### config.mk
export PLATFORM = sky130hd
export DESIGN_NAME = shift_out_lanes
export DESIGN_NICKNAME = d
export VERILOG_FILES = /design/src/rtl/shift_out_lanes.sv
export SDC_FILE = /design/constraint.sdc
export NUM_CORES = 1
export LEC_CHECK = 0
export CAP_MARGIN = 15
export CORE_UTILIZATION = 43
export DETAILED_ROUTE_END_ITERATION = 12
export PLACE_DENSITY = 0.64
export SLEW_MARGIN = 20
export SYNTH_ARGS = -nofsm -noshare
export SYNTH_HDL_FRONTEND = slang
export SYNTH_SLANG_ARGS = --single-unit
### constraint.sdc
create_clock -name clk_i -period 12.3 [get_ports clk_i]
set_input_delay 2.46 -clock clk_i [delete_from_list [all_inputs] [get_ports clk_i]]
set_output_delay 2.46 -clock clk_i [all_outputs]
set_load 0.05 [all_outputs]
### src/rtl/shift_out_lanes.sv
// Multi-lane serial frame shifter for chained shift registers.
// Shifts a captured frame out on LANES data lines, then pulses a latch strobe.
module shift_out_lanes #(
    parameter int WIDTH        = 84,
    parameter int LANES        = 1,
    parameter int CLK_DIV      = 1,
    parameter int MSB_FIRST    = 1,
    parameter int LATCH_CYCLES = 1
) (
    input  logic             clk_i,
    input  logic             rst_i,
    input  logic             start_i,
    input  logic [WIDTH-1:0] data_i,
    output logic             sclk_o,
    output logic [LANES-1:0] data_o,
    output logic             latch_o,
    output logic             busy_o,
    output logic             done_o
);

    localparam int N  = WIDTH / LANES;
    localparam int BW = $clog2(N + 1);
    localparam int DW = $clog2(CLK_DIV + 1);
    localparam int LW = $clog2(LATCH_CYCLES + 1);

    localparam logic [BW-1:0] LAST_BIT = BW'(N - 1);
    localparam logic [DW-1:0] DIV_END  = DW'(CLK_DIV - 1);
    localparam logic [LW-1:0] LAT_END  = LW'(LATCH_CYCLES - 1);

    if ((WIDTH % LANES) != 0 || CLK_DIV < 1 || LATCH_CYCLES < 1) begin : g_param_err
        $error("shift_out_lanes: illegal WIDTH/LANES/CLK_DIV/LATCH_CYCLES");
    end

    typedef enum logic [1:0] {IDLE, SHIFT, LATCH, DONE} state_t;

    // Bit b of every lane slice, in the configured shift order.
    function automatic logic [LANES-1:0] pick(input logic [WIDTH-1:0] f,
                                              input logic [BW-1:0]    b);
        int idx;
        pick = '0;
        idx  = (MSB_FIRST != 0) ? (N - 1 - int'(b)) : int'(b);
        for (int k = 0; k < LANES; k++) begin
            pick[k] = f[k*N + idx];
        end
    endfunction

    state_t             state_q, state_d;
    logic [WIDTH-1:0]   buf_q, buf_d;
    logic [WIDTH-1:0]   pbuf_q, pbuf_d;
    logic               pend_q, pend_d;
    logic [BW-1:0]      bit_q, bit_d;
    logic [DW-1:0]      div_q, div_d;
    logic [LW-1:0]      lat_q, lat_d;
    logic               sclk_q, sclk_d;
    logic [LANES-1:0]   data_q, data_d;
    logic               latch_q, latch_d;
    logic               busy_q, busy_d;
    logic               done_q, done_d;
    logic [WIDTH-1:0]   frame;

    always_comb begin
        state_d = state_q;
        buf_d   = buf_q;
        pbuf_d  = pbuf_q;
        pend_d  = pend_q;
        bit_d   = bit_q;
        div_d   = div_q;
        lat_d   = lat_q;
        sclk_d  = sclk_q;
        data_d  = data_q;
        latch_d = latch_q;
        busy_d  = busy_q;
        done_d  = 1'b0;
        frame   = start_i ? data_i : pbuf_q;

        if (start_i && (state_q == SHIFT || state_q == LATCH)) begin
            pend_d = 1'b1;
            pbuf_d = data_i;
        end

        unique case (state_q)
            IDLE: begin
                if (start_i) begin
                    state_d = SHIFT;
                    buf_d   = data_i;
                    bit_d   = '0;
                    div_d   = '0;
                    sclk_d  = 1'b0;
                    busy_d  = 1'b1;
                    data_d  = pick(data_i, '0);
                end
            end
            SHIFT: begin
                if (div_q == DIV_END) begin
                    div_d = '0;
                    if (!sclk_q) begin
                        sclk_d = 1'b1;
                    end else begin
                        sclk_d = 1'b0;
                        if (bit_q == LAST_BIT) begin
                            state_d = LATCH;
                            latch_d = 1'b1;
                            lat_d   = '0;
                        end else begin
                            bit_d  = bit_q + 1'b1;
                            data_d = pick(buf_q, bit_q + 1'b1);
                        end
                    end
                end else begin
                    div_d = div_q + 1'b1;
                end
            end
            LATCH: begin
                if (lat_q == LAT_END) begin
                    state_d = DONE;
                    latch_d = 1'b0;
                    done_d  = 1'b1;
                end else begin
                    lat_d = lat_q + 1'b1;
                end
            end
            DONE: begin
                // A request arriving in DONE itself wins over an older pending one.
                pend_d = 1'b0;
                if (start_i || pend_q) begin
                    state_d = SHIFT;
                    buf_d   = frame;
                    bit_d   = '0;
                    div_d   = '0;
                    sclk_d  = 1'b0;
                    data_d  = pick(frame, '0);
                end else begin
                    state_d = IDLE;
                    busy_d  = 1'b0;
                    data_d  = '0;
                end
            end
        endcase
    end

    always_ff @(posedge clk_i or posedge rst_i) begin
        if (rst_i) begin
            state_q <= IDLE;
            buf_q   <= '0;
            pbuf_q  <= '0;
            pend_q  <= 1'b0;
            bit_q   <= '0;
            div_q   <= '0;
            lat_q   <= '0;
            sclk_q  <= 1'b0;
            data_q  <= '0;
            latch_q <= 1'b0;
            busy_q  <= 1'b0;
            done_q  <= 1'b0;
        end else begin
            state_q <= state_d;
            buf_q   <= buf_d;
            pbuf_q  <= pbuf_d;
            pend_q  <= pend_d;
            bit_q   <= bit_d;
            div_q   <= div_d;
            lat_q   <= lat_d;
            sclk_q  <= sclk_d;
            data_q  <= data_d;
            latch_q <= latch_d;
            busy_q  <= busy_d;
            done_q  <= done_d;
        end
    end

    assign sclk_o  = sclk_q;
    assign data_o  = data_q;
    assign latch_o = latch_q;
    assign busy_o  = busy_q;
    assign done_o  = done_q;

endmodule
==> out/summary.md <==
Synthesis
- 53.1% — sequential element share of the synthesized area
- 0 — Post-synth EDFFs
- 0 — number of warnings issued by yosys
- 826 — number of nets produced by synthesis
- 183 — post-synthesis register bit count
- 8620 µm² — synthesized area
- 53.1% — Synth top area share
- sky130_fd_sc_hd__dfrtp_1, sky130_fd_sc_hd__nand2_1, sky130_fd_sc_hd__o21ai_0 — top post-synthesis cells by count
- sky130_fd_sc_hd__dfrtp_1 — Primary FF master, synth
- 44 — count of different cell masters after synthesis
- 100% — FFs w/ async S/R, synth
- sky130_fd_sc_hd__dfrtp_1 — biggest area consumer among synthesized cells
- sky130_fd_sc_hd__dfrtp_1, sky130_fd_sc_hd__mux2_2, sky130_fd_sc_hd__mux2i_1, sky130_fd_sc_hd__o21ai_0, sky130_fd_sc_hd__mux4_2 — Synth area leaders
- 732 — count of mapped cells out of synthesis
- 11.8 µm² — average cell area after synthesis
- sky130_fd_sc_hd__dfrtp_1 — cell with the most instances after synthesis

Cells and area
- 0 — antenna cells
- 893 — number of nets in the layout
- 20.4% — area grow syn2layout
- 18.2% — layout cell share with drive strength beyond 1
- 10400 µm² — final design area excluding fillers

Clock network
- 0.07 ns — clock-pin transition on the worst setup and hold timing paths
- 183 — CTS sink cnt
- 2 — Max Root-Sink Buffers
- 4 — number of levels in the clock H-tree
- 0.43 ns — Clock Latency Late Sink
- 0 — number of gates given a new drive strength after cts
- 0 — Post-CTS Setup Bufs
- yes — TritonCTS clock tree
- sky130_fd_sc_hd__clkbuf_16 — CTS root buf
- 0 — number of hold-repair buffers added at the cts stage
- 17 — number of CTS-inserted buffers

Route
- 5.23 — via/cell ratio
- 4 — first-pass iteration count of the detailed router
- 16.2 µm — final routed wire length divided by cell count
- 17.4 mm — routed wire length
- 0 — DRC violation count after routing
- 295 — 1st-iter DRT viols
- 5634 — detailed-route via count
- 0 — DRT antenna net count

Job
- 0 — max-cap check violation count

Timing
- 42.4% — worst max-slew margin expressed relative to the limit
- 4.84 ns — final critical-path required period
- 39.4% — period utilization
- 0 — final setup violating endpoints
- 0.864 ns — slew at the pin with the worst max-slew slack
- 0.00811 ns — worst clock skew on the final layout
- 0 ns — Setup TNS
- 0 — Hold Violations, Final
- 0 — max-slew violation count
- 0.206 GHz — achievable frequency
- 0.475 ns — Hold WS
- false — setup repair after global routing missed its margin

Pwr
- 125 nW/µm² — P per Cell Area
- 76.9 µV — peak ir drop on the vdd network
- 4.89 nW — leakage power

Setup path
- 12.56 ns — critical path required time
- 5.10 ns — endpoint arrival time on the critical path
- flip-flop — type of destination of the critical path
- 47 — peak fanout along the critical path
- input pin to flip-flop — Setup CP Type
- data_o — Crit Reg-Reg Endpoint
- buf_q[76] — Critical path destination
- 9.01 ns — setup slack of the worst register-to-register path
- input pin — CP startpoint kind
- start_i — worst setup path start
- 10 — R2R depth
- bit_q[1] — worst r2r src

Floorplan
- 144 µm — Horiz. Die Dim
- 51 — site row count
- 20600 µm² — area enclosed by the die boundary
- 19600 µm² — Placeable Area
- 92 — top-level I/O count
- 144 µm — height of the die
- 44.0% — initial standard-cell utilization of the core

Global routing
- 0 — antenna violations before repair
- 101 — maximum number of pins on one net before global-route repair
- 0 — total congestion overflow after global routing
- 18.6% — total global routing track utilization
- 29.4 mm — wire length of the first global-routing pass
- 5891 — vias in the first global route

Place
- 11.6 mm — HPWL after DPL
- 0.752 — routability cong.
- 9750 µm² — DP Area
- 91 — IO buf count

Run status
- complete, no violations — status

Worst hold path
- flip-flop to flip-flop — classification of the worst-slack hold path

-- worst min-delay path by stage --
stage | cells after the start | to | startpoint
5_1_grt | 2 | buf_q[29] | buf_q[29]
3_5_place_dp | 2 | buf_q[49] | buf_q[49]
6_report | 2 | buf_q[49] | buf_q[49]
2_1_floorplan | 2 | buf_q[0] | buf_q[0]
4_1_cts | 2 | buf_q[49] | buf_q[49]
3_3_place_gp | 2 | buf_q[79] | buf_q[79]
-- cells in the final DEF (no fill, tap or decap), types with 3 or more instances in the layout --
cell and n:
sky130_fd_sc_hd__mux2i_1 90, sky130_fd_sc_hd__clkinvlp_4 3, sky130_fd_sc_hd__xor2_1 5, sky130_fd_sc_hd__a31oi_1 6, sky130_fd_sc_hd__xnor2_1 3, sky130_fd_sc_hd__clkbuf_1 3, sky130_fd_sc_hd__bufinv_16 3, sky130_fd_sc_hd__nor2_1 10
sky130_fd_sc_hd__dfrtp_1 183, sky130_fd_sc_hd__mux4_2 19, sky130_fd_sc_hd__ha_1 7, sky130_fd_sc_hd__nor2b_1 7, sky130_fd_sc_hd__nand3_1 6, sky130_fd_sc_hd__mux2_2 84, sky130_fd_sc_hd__clkbuf_16 17, sky130_fd_sc_hd__a21oi_1 7
sky130_fd_sc_hd__clkbuf_8 3, sky130_fd_sc_hd__inv_6 3, sky130_fd_sc_hd__nand2_1 108, sky130_fd_sc_hd__clkdlybuf4s50_1 91, sky130_fd_sc_hd__o21ai_0 98, sky130_fd_sc_hd__nor3_1 4, sky130_fd_sc_hd__inv_1 6, sky130_fd_sc_hd__buf_4 6
sky130_fd_sc_hd__nand4_1 6
-- kinds of logic (layout without fill, tap and decap cells) --
| group | count (synthesis) | in the layout | synth area share [%] |
|---|---|---|---|
| xor+xnor | 9 | 9 | 1.00 |
| flops | 183 | 183 | 53.1 |
| compound gates | 126 | 126 | 7.98 |
| buf+inv | 58 | 138 | 2.63 |
| mux | 193 | 193 | 26.4 |
| fa+ha+maj | 7 | 7 | 1.02 |
| simple gates | 156 | 156 | 7.88 |
-- critical path, cell delays in order --
cell                              delay, ns
sky130_fd_sc_hd__clkdlybuf4s50_1       0.80
sky130_fd_sc_hd__nand2b_4              0.67
sky130_fd_sc_hd__buf_4                 0.76
sky130_fd_sc_hd__mux2i_1               0.26
sky130_fd_sc_hd__o21ai_0               0.12
-- report_power, final --
group,switching [mW],internal (mW)
registers,0.0131,0.629
clock network,0.228,0.338
logic,0.0365,0.0553
-- cell type report --
class | instances | area, µm²
Clock inverter | 9 | 139
Fill cell | 1698 | 9210
Clock buffer | 23 | 478
Timing Repair Buffer | 98 | 967
Inverter | 8 | 35.0
Sequential cell | 183 | 4580
Multi-Input combinational cell | 491 | 3850
Tap cell | 265 | 332
-- flip-flops by register name (all words and copies together) (netlist names) --
| register | flops |
|---|---|
| bit_q | 7 |
| buf_q | 84 |
| busy_o | 1 |
| data_o | 1 |
| done_o | 1 |
| latch_o | 1 |
| pbuf_q | 84 |
| pend_q | 1 |
| sclk_o | 1 |
| state_q | 2 |
-- metal layers --
metal | up-vias | share of wire [%] | track usage (%)
met5 | - | 0 | 0
met3 | 12 | 3.4 | 3.47
li1 | 2748 | - | -
met4 | 0 | 1.1 | 6.55
met1 | 2790 | 46 | 25.1
met2 | 84 | 49 | 30.1
-- per-stage QoR --
stage / util (%) / worst slack [ns] / std cells / power, mW
6_report: 53.0 / 7.46 / 1077 / 1.30
4_1_cts: 52.9 / 7.46 / 1077 / 1.32
5_1_grt: 53.0 / 7.25 / 1077 / 1.35
2_1_floorplan: - / 4.87 / 732 / 0.701
3_5_place_dp: 49.8 / 7.02 / 1045 / 0.748
3_3_place_gp: 49.8 / 7.15 / 1045 / 0.743
(Power assumes the default switching activity.)
